### src/rtl/gray_fifo_ptr.sv
// gray_fifo_ptr: one side of a dual-clock FIFO. It owns the binary pointer
// and its registered Gray image, and it decodes the peer's synchronised Gray
// pointer. From these it produces the registered full/empty flag, the almost
// flag and the fill level.
module gray_fifo_ptr #(
    parameter int ADDR_WIDTH    = 4,
    parameter bit WRITE_SIDE    = 1'b1,
    parameter int ALMOST_THRESH = 1
) (
    input  logic                  clk,
    input  logic                  rst,
    input  logic                  inc,
    input  logic [ADDR_WIDTH:0]   remote_gray,
    output logic [ADDR_WIDTH-1:0] addr,
    output logic [ADDR_WIDTH:0]   ptr_bin,
    output logic [ADDR_WIDTH:0]   ptr_gray,
    output logic                  flag,
    output logic                  almost,
    output logic [ADDR_WIDTH:0]   level
);

    localparam int N     = ADDR_WIDTH + 1;
    localparam int DEPTH = 1 << ADDR_WIDTH;

    // When the FIFO is full, the write Gray pointer equals the read Gray
    // pointer with its two MSBs inverted.
    localparam logic [N-1:0] FULL_MASK = N'(3) << (N - 2);
    localparam logic [N-1:0] AF_LEVEL  = N'(DEPTH - ALMOST_THRESH);
    localparam logic [N-1:0] AE_LEVEL  = N'(ALMOST_THRESH);

    // Reset values. The read side starts empty. The write side starts
    // not-full.
    localparam logic FLAG_RST   = ~WRITE_SIDE;
    localparam logic ALMOST_RST = WRITE_SIDE ? ((DEPTH - ALMOST_THRESH) <= 0) : 1'b1;

    function automatic logic [N-1:0] bin2gray(input logic [N-1:0] b);
        return b ^ (b >> 1);
    endfunction

    // Each binary bit i is the XOR of Gray bits i..N-1.
    function automatic logic [N-1:0] gray2bin(input logic [N-1:0] g);
        logic [N-1:0] b;
        b = '0;
        for (int i = 0; i < N; i++) begin
            b[i] = ^(g >> i);
        end
        return b;
    endfunction

    logic [N-1:0] ptr_bin_q,  ptr_bin_d;
    logic [N-1:0] ptr_gray_q, ptr_gray_d;
    logic [N-1:0] level_q,    level_d;
    logic         flag_q,     flag_d;
    logic         almost_q,   almost_d;

    logic         acc;
    logic [N-1:0] rbin;

    // Next pointer, Gray encode, peer decode and flag/level computation.
    always_comb begin
        acc        = inc & ~flag_q;
        rbin       = gray2bin(remote_gray);
        ptr_bin_d  = ptr_bin_q + N'(acc);
        ptr_gray_d = bin2gray(ptr_bin_d);
        if (WRITE_SIDE) begin
            flag_d   = (ptr_gray_d == (remote_gray ^ FULL_MASK));
            level_d  = ptr_bin_d - rbin;
            almost_d = (level_d >= AF_LEVEL);
        end else begin
            flag_d   = (ptr_gray_d == remote_gray);
            level_d  = rbin - ptr_bin_d;
            almost_d = (level_d <= AE_LEVEL);
        end
    end

    // Pointer and flag registers. Reset has priority over an accept.
    always_ff @(posedge clk) begin
        if (rst) begin
            ptr_bin_q  <= '0;
            ptr_gray_q <= '0;
            level_q    <= '0;
            flag_q     <= FLAG_RST;
            almost_q   <= ALMOST_RST;
        end else begin
            ptr_bin_q  <= ptr_bin_d;
            ptr_gray_q <= ptr_gray_d;
            level_q    <= level_d;
            flag_q     <= flag_d;
            almost_q   <= almost_d;
        end
    end

    assign addr     = ptr_bin_q[ADDR_WIDTH-1:0];
    assign ptr_bin  = ptr_bin_q;
    assign ptr_gray = ptr_gray_q;
    assign flag     = flag_q;
    assign almost   = almost_q;
    assign level    = level_q;

endmodule
### config.mk
export PLATFORM = sky130hd
export DESIGN_NAME = gray_fifo_ptr
export DESIGN_NICKNAME = d
export VERILOG_FILES = /design/src/rtl/gray_fifo_ptr.sv
export SDC_FILE = /design/constraint.sdc
export NUM_CORES = 1
export LEC_CHECK = 0
export CAP_MARGIN = 20
export CORE_ASPECT_RATIO = 0.7
export CORE_MARGIN = 5
export CORE_UTILIZATION = 27
export DETAILED_ROUTE_END_ITERATION = 8
export REMOVE_ABC_BUFFERS = 1
export SYNTH_ARGS = -nofsm -noshare
export SYNTH_HDL_FRONTEND = slang
export SYNTH_SLANG_ARGS = --single-unit
### constraint.sdc
create_clock -name clk -period 3.98 [get_ports clk]
set_input_delay 0.796 -clock clk [delete_from_list [all_inputs] [get_ports clk]]
set_output_delay 0.796 -clock clk [all_outputs]
set_load 0.03 [all_outputs]
* Yosys cells after proc, flatten, opt, wreduce, memory -nomap -nowiden
Index checks and enable logic that the tools add are counted.
** Cells by class
- Order comparisons :: 1
- Bitwise operators :: 4
- Add/sub/neg operators :: 2
- Equality and inequality tests :: 1
- Reductions and logical operators :: 5
** Operators by type and width (count)
- 5-bit XOR reduction :: 5
- 5-bit by 1-bit adder with 5-bit output :: 1
- 5-bit == test :: 1
- 5-bit by 4-bit >= comparator with 1-bit output (second input constant) :: 1
- 5-bit subtractor :: 1
- 5-bit by 4-bit bitwise XOR with 5-bit output :: 1
- 2-bit inverter :: 1
- 1-bit bitwise AND :: 1
- 1-bit inverter :: 1
** Storage, ports and cells
- Output and inout bits :: 21
- Register bits after elaboration :: 17

* Longest topological paths before layout
Gate-level depths: netlist (run 1).
- Depth in word-level cells :: 5
- Mapped depth :: 9

* Worst setup path before layout (run 1)
No wires, ideal clock.
- Kind :: in2reg
- Start point :: input remote_gray[4]
- End point :: register almost_q, in the netlist almost
- Slack :: 1.045 ns
- Buffers on the path :: 0
- Stages on the path :: 7
- Data arrival time :: 2.860 ns
- Data required time :: 3.905 ns
- Path through :: xnor3_2 xor2_1 xnor2_1 ha_1 fa_1 or4_1 o22ai_1
** On the way
- Cells in the longest elaborated chain, start to end :: 3
- Elaborated cells between the ends (all ways) :: 7
- Those cells by class :: 1 x add/sub; 1 x order compare; 5 x reduce/logical
** Ends and longest elaborated chain
- start: declaration :: RTL line 13 : input logic [ADDR_WIDTH:0] remote_gray,
- 5-bit XOR reduction :: RTL line 45 : b[i] = ^(g >> i);
- 5-bit subtractor * :: RTL line 67 : level_d = ptr_bin_d - rbin;
- 5-bit by 4-bit >= comparator with 1-bit output * :: RTL line 68 : almost_d = (level_d >= AF_LEVEL);
- end signal: assignment :: RTL line 89 : almost_q <= almost_d;
- end: declaration :: RTL line 54 : logic almost_q, almost_d;
Every way passes the cells marked *; elsewhere a longest branch is shown, timed or not.
A chain may end at the register's enable or synchronous reset.

* Final worst setup path (run 1)
Same ends and word-level chain as after synthesis.

==> out/metrics.csv, run 1 <==
metric;value;unit
netlist_area;898;µm²
worst_pin_slew;0.575;ns
cts_tree;done;
io_pins;29;
critPathArrivalTime;3.57;ns
synth_most_common_cell;dfxtp_1;
start_util;28.3;%
dp_hpwl;1.51;mm
fillerInstances;335;
wl;1.85;mm
ys_top_cells_by_count;dfxtp_1 (16), nor2_1 (15), xnor2_1 (11);
overflow;0;
slew_viol_final;0;
grt_pass1_wl;2.97;mm
antenna_found_initial;0;
detail_route.vias_per_cell;4.32;
nets;129;
yosysWarnings;0;
synthArstFlopShare;0;%
relSlewSlack;61.5;%
grt_use_total;8.36;%
clk_latency;0.25;ns
crit_chain;clkdlybuf4s50_1 -> xnor3_2 -> xor2_1 -> xnor2_1 -> ha_1 -> fa_1 -> or4_1 -> o22ai_1;
syn-instance-count;89;
synth-edff-count;0;
synth_top_family_by_area;XOR/XNOR gates;
drv_cap;0;
antenna_cells;0;
drive_gt1_share;6.14;%
routabilityCongestion;0.829;
cts_buffers;3;
ant_nets;0;
place_area;1180;µm²
critical_path_class;input pin to register;
clock-sinks;16;
fp.dieArea;4600;µm²
fin_setup_tns;0;ns
skew;0.00184;ns
fin_crit_sh;85.5;%
yosysTopAreaCellShare;35.7;%
wl_per_cell;12.1;µm
yosys-top-cells-area;dfxtp_1 (36%), xnor2_1 (11%), ha_1 (7.0%), xor2_1 (6.8%), nor2_1 (6.3%);
dieWidth;78.9;µm
yosysTopAreaCell;dfxtp_1;
area_delta_synth_final;37.2;%
core-area;3170;µm²
vias;657;
cts_root_buf;clkbuf_8;
max_stage_delay;0.54;ns
synth-simple-area-share;15.5;%
total_leakage_power;0.508;nW
synth_fa_ha_area_share;9.19;%
grt_setup_unrepaired;no;
cts_resized;0;
hold_viol_final;0;
utilization;38.9;%
min_path_cells;2;
path_clk_slew;0.06;ns
drt_iter0_markers;17;
worstPathMaxFanout;3;
port_buffers;28;
grt_max_degree;18;
reg2regPathDepth;9;
required;4.15;ns
clock.fmax;0.294;GHz
rows;17;
synth-compound-area-share;3.90;%
crit_slowest_cell;clkdlybuf4s50_1;
synth_cell_type_count;26;
min_period;3.40;ns
dieHeight;58.3;µm
setup_viol_count_final;0;
status;finished, final reports clean;
synth-seq-area-share;35.7;%
start_kind;input pin;
synth_seq_cells;16;
drc;0;
r2r_slack;1.53;ns
synth-xor-area-share;27.6;%
grt_pass1_vias;629;
dominantRegCellSynth;dfxtp_1;
htree_levels;1;
drt-pass1-iter-count;4;
cts_max_path_buffers;2;
ir_worst_vdd;0.140;mV
worstSetupEndpointType;register;
syn_avg_cell_area;10.1;µm²
power_density;429;nW/µm²
post-route-cell-area;1230;µm²
postCtsSetupRepairBufs;0;
hp-class;register to register;
synth.area.mux_share;1.11;%
cts_hold_buf;0;
-- cell usage in the layout, fill, tap and decap left out --
cell type | Yosys | final
a221oi_1 | 2 | 2
a31oi_1 | 1 | 1
and2_1 | 1 | 1
and4_1 | 1 | 1
and4b_1 | 1 | 1
clkbuf_8 | 0 | 4
clkdlybuf4s50_1 | 0 | 28
dfxtp_1 | 16 | 16
fa_1 | 1 | 1
ha_1 | 5 | 5
inv_1 | 4 | 4
mux2i_1 | 1 | 1
nand2_1 | 2 | 2
nand2b_1 | 2 | 2
nand3_1 | 1 | 1
nor2_1 | 15 | 15
nor2b_1 | 4 | 4
o21ai_0 | 1 | 1
o22ai_1 | 1 | 1
or4_1 | 1 | 1
xnor2_1 | 11 | 11
xnor2_4 | 1 | 1
xnor3_1 | 1 | 1
xnor3_2 | 1 | 1
xor2_1 | 7 | 7
xor2_2 | 1 | 1
-- metrics by stage --
stage                     std cells  worst slack, ns  power [mW]  hold WS (ns)
after floorplan                  82             1.05       0.317         0.851
after global placement          148            0.404       0.386         0.587
after detailed placement        148            0.304       0.391         0.595
after CTS                       152            0.562       0.534         0.604
after global routing            152            0.387       0.559         0.645
final                           152            0.577       0.528         0.601
-- logic make-up (layout without fill, tap and decap cells) --
kind of cell               after synthesis  in the layout
and+or+nand+nor                         28             28
xor gates and xnor gates                22             22
DFF                                     16             16
buffers and inverters                   11             36
adders and majority gates                6              6
AOI/OAI and AO/OA                        5              5
muxes                                    1              1
-- sequential cells by signal, indices dropped and copies added, names as in the netlist --
signal,flops
level,5
ptr_bin,4
flag,1
almost,1
ptr_gray,5
-- cell type report --
type	instances	area, µm²	share of cell area (%)
multi-input combinational	62	514	41.7
sequential	16	320	26.0
timing repair buffer	28	280	22.7
clock buffer	4	55.1	4.47
tap	38	47.5	3.86
inverter	4	15.0	1.22
-- critical path, delay by kind of cell --
family	cells	cell delay (ns)
xor+xnor	3	0.92
fa+ha+maj	2	0.67
buf+inv	1	0.54
simple gates	1	0.52
compound gates	1	0.12
-- metal layers --
layer / routed length (µm) / part of all wire, % / global-route usage (%)
met5: 0 / 0 / 0
met3: 118 / 6.4 / 2.48
met1: 858 / 46 / 10.5
met2: 852 / 46 / 13.4
met4: 17 / 0.92 / 3.68
-- where the power goes --
part / leakage (nW) / internal, mW / total (mW) / switching (mW)
Sequential: 0.131 / 0.181 / 0.188 / 0.00728
Clock: 0.0288 / 0.0876 / 0.143 / 0.0551
Combinational: 0.348 / 0.0887 / 0.197 / 0.109
-- worst paths after layout --
kind,endpoint,startpoint
setup / recovery,almost,remote_gray[4]
hold / removal,ptr_gray[3],ptr_gray[4]
setup reg to reg,almost,ptr_bin[0]
hold reg to reg,ptr_gray[3],ptr_gray[4]
Note: power is estimated with default switching activity, not from simulation.
==> inputs of run 2 (changes only) <==
--- a/config.mk
+++ b/config.mk
@@ -10,6 +10,7 @@
 export CORE_MARGIN = 5
 export CORE_UTILIZATION = 27
 export DETAILED_ROUTE_END_ITERATION = 8
+export MAX_ROUTING_LAYER = met4
 export REMOVE_ABC_BUFFERS = 1
 export SYNTH_ARGS = -nofsm -noshare
 export SYNTH_HDL_FRONTEND = slang
==> run 2 against run 1 <==
  * Non-clock buffer count unchanged
  * Critical path type unchanged
  * Worst setup slack about the same
  * Cell count unchanged
  * Largest power group unchanged
  * Highest routed layer unchanged
==> out/metrics.csv, run 2 (synthesis results as in run 1) <==
metric;value;unit;change
min_period;3.40;ns;-0.0000170 ns
start_kind;input pin;;
grt_setup_unrepaired;no;;
p_clk_share;27.0;%;about the same
rows;17;;unchanged
cts_resized;0;;unchanged
grt_max_degree;18;;unchanged
hold_viol_final;0;;unchanged
ant_nets;0;;unchanged
drc;0;;unchanged
clk_latency;0.25;ns;about the same
drt-pass1-iter-count;4;;unchanged
drive_gt1_share;6.14;%;unchanged
power_density;429;nW/µm²;about the same
area_delta_synth_final;37.2;%;unchanged
intPower;0.357;mW;unchanged
min_path_cells;2;;unchanged
drt_iter0_markers;17;;unchanged
core-area;3170;µm²;unchanged
routabilityCongestion;0.842;;+1.5%
worst_slack;0.577;ns;+0.0000170 ns
cts_tree;done;;
fin_crit_sh;85.5;%;about the same
fillerInstances;335;;unchanged
vias;657;;unchanged
wl_per_cell;12.1;µm;unchanged
wl;1.85;mm;unchanged
status;finished, final reports clean;;
p_switching;0.171;mW;about the same
skew;0.00183;ns;-0.00000874 ns
fin_setup_tns;0;ns;unchanged
cts_buffers;3;;unchanged
detail_route.vias_per_cell;4.32;;unchanged
layout_common_cells;clkdlybuf4s50_1 (28), dfxtp_1 (16), nor2_1 (15), xnor2_1 (11), xor2_1 (7);;
place_ws;0.304;ns;unchanged
cts_hold_buf;0;;unchanged
r2r_slack;1.53;ns;about the same
reg2regPathDepth;9;;unchanged
worstSetupEndpointType;register;;
sw_frac_of_total;32.4;%;about the same
port_buffers;28;;unchanged
ir_worst_vdd;0.140;mV;about the same
p_comb_share;37.4;%;about the same
dieHeight;58.3;µm;unchanged
clock.fmax;0.294;GHz;about the same
required;4.15;ns;about the same
slew_viol_final;0;;unchanged
hp-class;register to register;;
drv_cap;0;;unchanged
cts_max_path_buffers;2;;unchanged
postCtsSetupRepairBufs;0;;unchanged
total_leakage_power;0.508;nW;unchanged
fp.dieArea;4600;µm²;unchanged
rr_startpoint;ptr_bin[0];;
start_util;28.3;%;unchanged
total_power;0.528;mW;about the same
antenna_cells;0;;unchanged
grt_pass1_vias;628;;-0.16%
path_clk_slew;0.06;ns;about the same
cts_root_buf;clkbuf_8;;
nets;129;;unchanged
io_pins;29;;unchanged
critical_path_class;input pin to register;;
htree_levels;1;;unchanged
r2r_end;almost;;
antenna_found_initial;0;;unchanged
clock-sinks;16;;unchanged
seqCellArea;320;µm²;unchanged
relSlewSlack;61.5;%;about the same
holdPathEnd;ptr_gray[3];;
dp_hpwl;1.51;mm;unchanged
seq_power_share;35.6;%;about the same
overflow;0;;unchanged
layout_commonest_cell;clkdlybuf4s50_1;;
critPathArrivalTime;3.57;ns;about the same
grt_use_total;8.62;%;+0.26 points
setup_viol_count_final;0;;unchanged
min_from;ptr_gray[4];;
grt_pass1_wl;2.97;mm;+0.20%
worstPathMaxFanout;3;;unchanged
dieWidth;78.9;µm;unchanged
multi_input_area;514;µm²;unchanged
worst_pin_slew;0.575;ns;-0.0000805 ns
[run 2: cell counts in the layout (fill, tap and decap cells not counted)]
Identical to the previous run, type by type.
[run 2: worst max-delay path, cell delays in order]
cell	delay [ns]
clkdlybuf4s50_1	0.54
xnor3_2	0.48
xor2_1	0.27
xnor2_1	0.17
ha_1	0.22
fa_1	0.45
or4_1	0.52
o22ai_1	0.12
[run 2: cell type report]
| type | count | share of cell area (%) |
|---|---|---|
| clock buffer | 4 | 4.47 |
| inverter | 4 | 1.22 |
| multi-input combinational | 62 | 41.7 |
| sequential | 16 | 26.0 |
| tap | 38 | 3.86 |
| timing repair buffer | 28 | 22.7 |
[run 2: worst max path at each step]
| stage | startpoint | end | slack, ns | depth (start not counted) |
|---|---|---|---|---|
| after floorplan | remote_gray[4] | almost | 1.05 | 7 |
| after global placement | remote_gray[4] | almost | 0.40 | 8 |
| after detailed placement | remote_gray[4] | almost | 0.30 | 8 |
| after CTS | remote_gray[4] | almost | 0.56 | 8 |
| after global routing | remote_gray[4] | almost | 0.39 | 10 |
| final | remote_gray[4] | almost | 0.58 | 8 |
[run 2: power groups by stage]
stage / Sequential [mW] / Combinational [mW] / Clock, mW
floorplan: 0.238 / 0.0794 / 0
global placement: 0.191 / 0.194 / 0
detailed placement: 0.192 / 0.199 / 0
CTS: 0.188 / 0.199 / 0.147
global route: 0.191 / 0.214 / 0.155
finish: 0.188 / 0.197 / 0.143
[run 2: layer usage]
metal	GRT usage (%)	vias to the layer above	share of wire (%)
met5	-	-	0
met4	3.68	0	0.76
met3	2.48	2	6.4
met2	13.4	21	46
met1	10.5	300	46
li1	-	334	-
[run 2: stage by stage]
stage	util, %	std cells	hold slack, ns	instance area, µm²
5_1_grt	38.9	152	0.645	1230
6_report	38.9	152	0.601	1230
4_1_cts	38.9	152	0.604	1230
3_5_place_dp	37.1	148	0.595	1180
3_3_place_gp	37.1	148	0.587	1180
2_1_floorplan	-	82	0.851	850
==> inputs of run 3 (changes only) <==
--- a/config.mk
+++ b/config.mk
@@ -5,6 +5,7 @@
 export SDC_FILE = /design/constraint.sdc
 export NUM_CORES = 1
 export LEC_CHECK = 0
+export ABC_CLOCK_PERIOD_IN_PS = 3980
 export CAP_MARGIN = 20
 export CORE_ASPECT_RATIO = 0.7
 export CORE_MARGIN = 5
==> results of run 3 <==
No change in the layout: final DEF, timing and power equal those of run 2.
